--- config.mk ---
export PLATFORM = sky130hd
export DESIGN_NAME = writeback_stage_flat
export DESIGN_NICKNAME = d
export VERILOG_FILES = /design/src/rtl/writeback_stage_pkg.sv /design/src/rtl/writeback_stage_if.sv /design/src/rtl/writeback_stage_load_align.sv /design/src/rtl/writeback_stage.sv /design/src/flat_wrapper.sv
export SDC_FILE = /design/constraint.sdc
export NUM_CORES = 1
export LEC_CHECK = 0
export ABC_CLOCK_PERIOD_IN_PS = 5300
export CORE_MARGIN = 8
export CORE_UTILIZATION = 50
export CTS_CLUSTER_SIZE = 12
export DETAILED_ROUTE_END_ITERATION = 8
export GPL_TIMING_DRIVEN = 0
export PLACE_DENSITY = 0.95
export SLEW_MARGIN = 25
export SYNTH_ARGS = -nofsm -noshare
export SYNTH_HDL_FRONTEND = slang
export SYNTH_SLANG_ARGS = --single-unit
--- constraint.sdc ---
create_clock -name clk -period 5.3 [get_ports clk]
set_input_delay 0.795 -clock clk [delete_from_list [all_inputs] [get_ports clk]]
set_output_delay 0.795 -clock clk [all_outputs]
set_load 0.005 [all_outputs]
--- src/rtl/writeback_stage_pkg.sv ---
// rtl/writeback_stage_pkg.sv - shared writeback types, load funct3 codes and FSM states
package writeback_stage_pkg;

   typedef enum logic [1:0] {
      WB_ALU = 2'd0,
      WB_MEM = 2'd1,
      WB_PC4 = 2'd2
   } wbsel_e;

   localparam logic [2:0] F3_LB  = 3'b000;
   localparam logic [2:0] F3_LH  = 3'b001;
   localparam logic [2:0] F3_LW  = 3'b010;
   localparam logic [2:0] F3_LBU = 3'b100;
   localparam logic [2:0] F3_LHU = 3'b101;

   typedef enum logic {
      WB_IDLE,
      WB_WAIT_LOAD
   } wb_state_e;

endpackage

--- src/rtl/writeback_stage_if.sv ---
// rtl/writeback_stage_if.sv - retire handshake, load response and register-file write port
interface writeback_stage_if #(
   parameter int DWIDTH = 32
);
   logic              valid_i;
   logic              ready_o;
   logic [4:0]        rd_i;
   logic              regwr_i;
   logic [1:0]        wbsel_i;
   logic [2:0]        funct3_i;
   logic [DWIDTH-1:0] alu_i;
   logic [DWIDTH-1:0] pc_i;
   logic              mem_rvalid_i;
   logic [DWIDTH-1:0] mem_rdata_i;
   logic [4:0]        rd_o;
   logic [DWIDTH-1:0] datawb_o;
   logic              regwren_o;
   logic              err_o;
   logic [31:0]       retire_cnt_o;

   modport master (
      output valid_i, rd_i, regwr_i, wbsel_i, funct3_i, alu_i, pc_i, mem_rvalid_i, mem_rdata_i,
      input  ready_o, rd_o, datawb_o, regwren_o, err_o, retire_cnt_o
   );

   modport slave (
      input  valid_i, rd_i, regwr_i, wbsel_i, funct3_i, alu_i, pc_i, mem_rvalid_i, mem_rdata_i,
      output ready_o, rd_o, datawb_o, regwren_o, err_o, retire_cnt_o
   );
endinterface

--- src/rtl/writeback_stage_load_align.sv ---
// rtl/writeback_stage_load_align.sv - extracts and extends load data from an aligned word
module load_align
   import writeback_stage_pkg::*;
#(
   parameter int DWIDTH = 32
) (
   input  logic [2:0]        funct3,
   input  logic [1:0]        off,
   input  logic [DWIDTH-1:0] word,
   output logic [DWIDTH-1:0] data,
   output logic              bad
);
   logic [7:0]  byte_v;
   logic [15:0] half_v;

   assign byte_v = word[{off, 3'b000} +: 8];
   assign half_v = word[{off[1], 4'b0000} +: 16];

   always_comb begin
      data = '0;
      bad  = 1'b0;
      case (funct3)
         F3_LB:   data = {{(DWIDTH-8){byte_v[7]}}, byte_v};
         F3_LBU:  data = {{(DWIDTH-8){1'b0}}, byte_v};
         F3_LH: begin
            data = {{(DWIDTH-16){half_v[15]}}, half_v};
            bad  = off[0];
         end
         F3_LHU: begin
            data = {{(DWIDTH-16){1'b0}}, half_v};
            bad  = off[0];
         end
         F3_LW: begin
            data = word;
            bad  = (off != 2'b00);
         end
         default: bad = 1'b1;
      endcase
   end
endmodule

--- src/rtl/writeback_stage.sv ---
// rtl/writeback_stage.sv - final pipeline stage: source select, load wait with timeout,
// registered register-file write port and retirement counter
module writeback_stage
   import writeback_stage_pkg::*;
#(
   parameter int DWIDTH      = 32,
   parameter int MEM_TIMEOUT = 16
) (
   input logic              clk,
   input logic              rst,
   writeback_stage_if.slave wb
);
   localparam int TW = $clog2(MEM_TIMEOUT + 1);

   wb_state_e         state, state_nx;
   logic [4:0]        ld_rd;
   logic              ld_regwr;
   logic [2:0]        ld_f3;
   logic [1:0]        ld_off;
   logic [TW-1:0]     tcnt;
   logic [4:0]        rd_q;
   logic [DWIDTH-1:0] data_q;
   logic              wren_q;
   logic              err_q;
   logic [31:0]       cnt_q;

   logic              accept, is_mem;
   logic [2:0]        al_f3;
   logic [1:0]        al_off;
   logic [DWIDTH-1:0] al_data;
   logic              al_bad;

   logic              retire, wr_en, set_err, tick;
   logic [4:0]        wr_rd;
   logic [DWIDTH-1:0] wr_data;

   assign accept = wb.valid_i && (state == WB_IDLE);
   assign is_mem = (wb.wbsel_i == WB_MEM);

   // One aligner serves both the accept-time legality check and the response path.
   assign al_f3  = (state == WB_IDLE) ? wb.funct3_i   : ld_f3;
   assign al_off = (state == WB_IDLE) ? wb.alu_i[1:0] : ld_off;

   load_align #(.DWIDTH(DWIDTH)) u_align (
      .funct3 (al_f3),
      .off    (al_off),
      .word   (wb.mem_rdata_i),
      .data   (al_data),
      .bad    (al_bad)
   );

   always_comb begin
      state_nx = state;
      retire   = 1'b0;
      wr_en    = 1'b0;
      wr_rd    = '0;
      wr_data  = '0;
      set_err  = 1'b0;
      tick     = 1'b0;
      case (state)
         WB_IDLE: begin
            if (wb.valid_i) begin
               if (is_mem) begin
                  if (al_bad) set_err  = 1'b1;
                  else        state_nx = WB_WAIT_LOAD;
               end else begin
                  retire  = 1'b1;
                  wr_rd   = wb.rd_i;
                  wr_en   = wb.regwr_i && (wb.rd_i != 5'd0);
                  wr_data = (wb.wbsel_i == WB_PC4) ? wb.pc_i + DWIDTH'(4) : wb.alu_i;
               end
            end
         end
         WB_WAIT_LOAD: begin
            if (wb.mem_rvalid_i) begin
               retire   = 1'b1;
               wr_rd    = ld_rd;
               wr_en    = ld_regwr && (ld_rd != 5'd0);
               wr_data  = al_data;
               state_nx = WB_IDLE;
            end else begin
               tick = 1'b1;
               if (tcnt + TW'(1) == TW'(MEM_TIMEOUT)) begin
                  set_err  = 1'b1;
                  state_nx = WB_IDLE;
               end
            end
         end
         default: state_nx = WB_IDLE;
      endcase
   end

   always_ff @(posedge clk) begin
      if (rst) begin
         state    <= WB_IDLE;
         ld_rd    <= '0;
         ld_regwr <= 1'b0;
         ld_f3    <= '0;
         ld_off   <= '0;
         tcnt     <= '0;
         rd_q     <= '0;
         data_q   <= '0;
         wren_q   <= 1'b0;
         err_q    <= 1'b0;
         cnt_q    <= '0;
      end else begin
         state  <= state_nx;
         wren_q <= retire && wr_en;
         if (retire) begin
            rd_q   <= wr_rd;
            data_q <= wr_data;
            cnt_q  <= cnt_q + 32'd1;
         end
         if (set_err) err_q <= 1'b1;
         if (accept && is_mem) begin
            ld_rd    <= wb.rd_i;
            ld_regwr <= wb.regwr_i;
            ld_f3    <= wb.funct3_i;
            ld_off   <= wb.alu_i[1:0];
            tcnt     <= '0;
         end else if (tick) begin
            tcnt <= tcnt + TW'(1);
         end
      end
   end

   assign wb.ready_o      = (state == WB_IDLE);
   assign wb.rd_o         = rd_q;
   assign wb.datawb_o     = data_q;
   assign wb.regwren_o    = wren_q;
   assign wb.err_o        = err_q;
   assign wb.retire_cnt_o = cnt_q;
endmodule

--- src/flat_wrapper.sv ---
// flat-port wrapper written by rule: the top's interface ports become plain ports
module writeback_stage_flat import writeback_stage_pkg::*;
#(
   parameter int DWIDTH      = 32,
   parameter int MEM_TIMEOUT = 16
)
  (clk, rst, wb_valid_i, wb_rd_i, wb_regwr_i, wb_wbsel_i, wb_funct3_i, wb_alu_i, wb_pc_i, wb_mem_rvalid_i, wb_mem_rdata_i, wb_ready_o, wb_rd_o, wb_datawb_o, wb_regwren_o, wb_err_o, wb_retire_cnt_o);
  writeback_stage_if #(.DWIDTH(DWIDTH)) wb_i ();
  input logic clk;
  input logic rst;
  input wire logic [$bits(wb_i.valid_i)-1:0] wb_valid_i;
  input wire logic [$bits(wb_i.rd_i)-1:0] wb_rd_i;
  input wire logic [$bits(wb_i.regwr_i)-1:0] wb_regwr_i;
  input wire logic [$bits(wb_i.wbsel_i)-1:0] wb_wbsel_i;
  input wire logic [$bits(wb_i.funct3_i)-1:0] wb_funct3_i;
  input wire logic [$bits(wb_i.alu_i)-1:0] wb_alu_i;
  input wire logic [$bits(wb_i.pc_i)-1:0] wb_pc_i;
  input wire logic [$bits(wb_i.mem_rvalid_i)-1:0] wb_mem_rvalid_i;
  input wire logic [$bits(wb_i.mem_rdata_i)-1:0] wb_mem_rdata_i;
  output wire logic [$bits(wb_i.ready_o)-1:0] wb_ready_o;
  output wire logic [$bits(wb_i.rd_o)-1:0] wb_rd_o;
  output wire logic [$bits(wb_i.datawb_o)-1:0] wb_datawb_o;
  output wire logic [$bits(wb_i.regwren_o)-1:0] wb_regwren_o;
  output wire logic [$bits(wb_i.err_o)-1:0] wb_err_o;
  output wire logic [$bits(wb_i.retire_cnt_o)-1:0] wb_retire_cnt_o;
  assign wb_i.valid_i = wb_valid_i;
  assign wb_i.rd_i = wb_rd_i;
  assign wb_i.regwr_i = wb_regwr_i;
  assign wb_i.wbsel_i = wb_wbsel_i;
  assign wb_i.funct3_i = wb_funct3_i;
  assign wb_i.alu_i = wb_alu_i;
  assign wb_i.pc_i = wb_pc_i;
  assign wb_i.mem_rvalid_i = wb_mem_rvalid_i;
  assign wb_i.mem_rdata_i = wb_mem_rdata_i;
  assign wb_ready_o = wb_i.ready_o;
  assign wb_rd_o = wb_i.rd_o;
  assign wb_datawb_o = wb_i.datawb_o;
  assign wb_regwren_o = wb_i.regwren_o;
  assign wb_err_o = wb_i.err_o;
  assign wb_retire_cnt_o = wb_i.retire_cnt_o;
  writeback_stage #(.DWIDTH(DWIDTH), .MEM_TIMEOUT(MEM_TIMEOUT)) u_core (.clk(clk), .rst(rst), .wb(wb_i));
endmodule
* After elaboration in Yosys (flattened, before gate mapping) *
Cells that the tools add are included.
Widths: inputs -> output; s select.

operators by class
  add/sub/neg operators = 3
  equal/unequal tests = 7
  shift operators = 2
  multiplexer cells = 35
  bitwise logic cells = 1
  reduce and logical (&&, ||, !) cells = 12

operators by type and width
  cell                   number
  $pmux 32 s5            1
  $mux 32                4
  $pmux 32 s2            1
  $add 32x1->32 const B  1
  $add 32x3->32 const B  1
  $shiftx 32x6->16       1
  $shiftx 32x6->8        1
  $mux 1                 18
  $mux 5                 3
  $pmux 5 s2             1
  $reduce_bool 5->1      2
  $pmux 1 s2             4
  $eq 3x3->1 const B     2
  $reduce_or 2->1        3
  $add 5x1->5 const B    1
  $eq 5x5->1 const B     1
  $logic_and 1x1->1      5
  $eq 3x1->1 const B     1
  $eq 3x2->1 const B     1
  $logic_not 3->1        1
  $mux 3                 1
  $pmux 1 s3             1
  $eq 2x1->1 const B     1
  $eq 2x2->1 const B     1
  3 further kinds        3

word-level totals
  register bits after elaboration = 88
  input port bits = 111
  output and inout bits = 72
  word-level logic and storage cells = 71

* Depth between registers and ports, before layout *
  word-level depth = 8
  mapped depth = 9
  mapped depth without buffers = 7

* Modules after synthesis *
From an unflattened synthesis, not the netlist that was laid out.

unflattened totals
  cells, all modules = 683
  area total of the unflattened synthesis = 5522.8 sq um

modules (own cells, without submodules)
  module           instances  cells an instance  area an instance (sq um)
  writeback_stage  1          575                4623.2
  load_align       1          108                899.6

* Least setup slack after synthesis *
OpenSTA, ideal clock, no wires.

  path kind = input to register
  start = input port wb_pc_i[13]
  end = register u_core.data_q[31] (netlist: u_core.wb.datawb_o[31])
  setup time = 0.122 ns
  arrival = 2.206 ns
  data required time = 5.178 ns
  path slack = 2.972 ns
  cell stages on the path = 6
  path buffers = 0
  cells stage by stage = nand3_1 -> nor4_4 -> nand4_1 -> xnor2_1 -> and3_1 -> a311o_1

between the ends
  cells in the longest elaborated chain, start to end = 5

RTL lines
  what                    RTL line                source
  start: declaration      flat_wrapper.sv:17      input wire logic [$bits(wb_i.pc_i)-1:0] wb_pc_i;
  $add 32x3->32           writeback_stage.sv:70   wr_data = (wb.wbsel_i == WB_PC4) ? wb.pc_i + DWIDTH'(4) : wb.alu_i;
  $mux 32                 writeback_stage.sv:70
  $mux 32                 writeback_stage.sv:63   if (is_mem) begin
  $mux 32                 writeback_stage.sv:62   if (wb.valid_i) begin
  $pmux 32 s2             writeback_stage.sv:60   case (state)
  end signal: assignment  writeback_stage.sv:111  data_q <= wr_data;
  end: declaration        writeback_stage.sv:22   logic [DWIDTH-1:0] data_q;

Every way passes these cells.
A chain may end at the register's enable or synchronous reset.

* Worst setup path in the final report *
  start = input port wb_pc_i[2]
  end = register u_core.data_q[16] (netlist: u_core.wb.datawb_o[16])

Same word-level chain as after synthesis.

==> metrics.yaml <==
die:
  die-area_um2: 14500
  die_w_um: 121
  core_area_um2: 10700
  initial_core_util_pct: 50.8
  ios: 183
  row_count: 38
  die_h_um: 121
timing:
  finalClockSkew_ps: 8.41
  fmax_ghz: 0.358
  rsz0062_at_grt: "false"
  period_minus_slack_ps: 2790
  tightest_slew_ps: 701
  relSlewSlack_pct: 53.3
  setup_violations: 0
  worst_hold_slack_ps: 458
  post-route-period-util_pct: 52.7
  hold_viol: 0
  tns_ps: 0
  drv_slew: 0
drt:
  vias: 6185
  drt_wl_total_mm: 19.6
  drcViolationCount: 0
  wire_per_inst_um: 19.2
  via_per_inst: 6.03
  drt_iter0_markers: 681
  ant_nets: 0
  dr.pass1.iters: 8
clock_tree:
  cts_hold_buf: 0
  cts.clk_slew.worst_paths_ps: 80
  post-cts-setup-buffer-count: 0
  h-tree-depth: 3
  clock-sinks: 88
  cts_tree: "done"
  cts_resized: 0
  cts_buffers: 9
  clock_path_buffers: 2
  clk_latency_ps: 370
  clock-root-buffer: "clkbuf_8"
hold_path:
  min_path_type: "reg2reg"
logic_synthesis:
  yosysUniqueCellTypes: 70
  ys.flop_type: "dfxtp_1"
  syn_inst: 687
  syn_area_um2: 5460
  ys_warn_count: 0
  synth_edf_count: 0
  ys_seq_area_share_pct: 32.3
  synth_async_sr_flop_share_pct: 0
  avgSynthCellArea_um2: 7.95
  syn_nets: 802
  synth-seq-cells: 88
global_route:
  grtUsageMet3_pct: 7.69
  antenna_found_initial: 1
  grt-busiest-layer: "met2"
  gr-usage-met1_pct: 30.9
  grt_usage_pct: 26.1
  grt_pass1_vias: 5920
  met2_usage_pct: 42.7
  grt_pass1_wl_mm: 30.4
  grt_overflow: 0
  grt_max_degree: 14
critical_path:
  crit_chain: "clkdlybuf4s50_1 > ha_1 > nand3_1 > nor4_4 > nand2_1 > xnor2_1 > a31oi_1 > a311oi_2"
  start_kind: "primary input"
  slowest_stage: "clkdlybuf4s50_1"
  critPathKind: "in2reg"
  crit_arrival_ps: 3020
  slowest_delay_ps: 560
  required_ps: 5530
  endpoint_kind: "flip-flop"
  cp_max_fo: 8
power:
  total_power_mw: 1.58
  power.static_leakage_nw: 2.75
  peakVddDrop_v: 0.000107
  p_per_area_nw_per_um2: 205
finish:
  area_growth_pct: 40.4
  post-route-util_pct: 71.3
  fillerInstances: 863
  layout_common_cells: "182 x clkdlybuf4s50_1, 88 x dfxtp_1, 80 x nor2_1"
  drive_gt1_share_pct: 6.67
  final_common_cell: "clkdlybuf4s50_1"
  nets: 995
placement:
  io_buffers: 182
  dp_hpwl_mm: 15.3
  gp_congestion: 0.931
job:
  drv_cap: 0
status:
  status: "finished clean"
==> worst max-delay path, delay by kind of cell <==
kind            cells  cell delay [ps]
fa+ha+maj           1              220
buf+inv             1              560
compound gates      2              460
xor+xnor            1              140
simple gates        3              850
==> kinds of logic (layout without fill, tap and decap cells) <==
| logic type | Yosys count | after routing | synth area share (%) |
|---|---|---|---|
| AND/OR/NAND/NOR | 278 | 278 | 25.8 |
| AO/OA/AOI/OAI | 197 | 197 | 24.9 |
| flip-flops | 88 | 88 | 32.3 |
| XOR/XNOR | 59 | 59 | 9.46 |
| buffers and inverters | 49 | 246 | 4.17 |
| multiplexers | 12 | 12 | 2.43 |
| adder cells (fa/ha/maj) | 4 | 4 | 0.916 |
| other | 0 | 1 | 0 |
==> per-stage QoR <==
step / cell area (um2) / std cells / worst slack (ps)
after floorplan: 5460 / 687 / 2970
after global placement: 7460 / 1009 / 2180
after detailed placement: 7460 / 1009 / 2150
after CTS: 7660 / 1024 / 2540
after global routing: 7670 / 1025 / 2410
final: 7670 / 1025 / 2510
==> area by class of cell <==
type                       instances  area [um2]  area share [%]
timing repair buffer             182        1820            23.8
buffer                            39         190            2.48
sequential                        88        1760            23.0
clock inverter                     3        40.0           0.522
clock buffer                      12         165            2.15
antenna                            1        2.50          0.0326
multi-input combinational        550        3470            45.3
tap                              140         175            2.28
inverter                          10        37.5           0.490
==> cell usage after synthesis (all sizes together), types with 6 or more instances <==
cell     n  share of area, %
dfxtp   88                32
nor2    81               5.7
nand2   79               5.5
a21oi   66               6.3
o21ai   44               4.3
xor2    34               5.5
clkbuf  26               1.8
xnor2   25               4.0
nand3   24               2.4
nand4   22               2.5
buf     13               1.7
a211o   11               1.8
nor2b   11               1.3
inv     10              0.69
a211oi   9               1.2
and3     9               1.0
nor3     9              0.92
nor4     9               1.9
a21o     8               1.1
a22o     8               1.3
mux2i    8               1.5
nand2b   8              0.92
a31oi    7              0.80
and4     7               1.1
o211ai   7              0.96
o32ai    7               2.2
a22oi    6              0.82
a311oi   6               1.2
==> power by group <==
group / total (mW) / leakage (nW) / switching [mW] / internal, mW
combinational: 0.374 / 1.92 / 0.184 / 0.191
sequential: 0.705 / 0.717 / 0.0178 / 0.688
clock: 0.495 / 0.108 / 0.243 / 0.253
total: 1.58 / 2.75 / 0.444 / 1.13
==> per-layer routing <==
layer	vias to the layer above	share of wire (%)
met1	2858	39
met5	-	0
met3	65	11
li1	2868	-
met4	0	4.6
met2	394	45
==> registers in the layout (all words and copies together) (netlist names) <==
register / flops
u_core.ld_off: 2
u_core.state: 1
u_core.wb.rd_o: 5
u_core.wb.err_o: 1
u_core.ld_f3: 3
u_core.wb.datawb_o: 32
u_core.tcnt: 5
u_core.ld_regwr: 1
u_core.ld_rd: 5
u_core.wb.regwren_o: 1
u_core.wb.retire_cnt_o: 32
==> final timing paths <==
kind | depth (start not counted) | to | from | slack [ps]
setup / recovery | 8 | u_core.wb.datawb_o[16]$_SDFFE_PP0P_ | wb_pc_i[2] | 2510
hold / removal | 2 | u_core.wb.rd_o[2]$_SDFFE_PP0P_ | u_core.wb.rd_o[2]$_SDFFE_PP0P_ | 460
hold reg to reg | 2 | u_core.wb.rd_o[2]$_SDFFE_PP0P_ | u_core.wb.rd_o[2]$_SDFFE_PP0P_ | 460
setup reg to reg | 7 | u_core.wb.datawb_o[4]$_SDFFE_PP0P_ | u_core.state$_SDFF_PP0_ | 3070
Note: power is estimated with default switching activity, not from simulation.
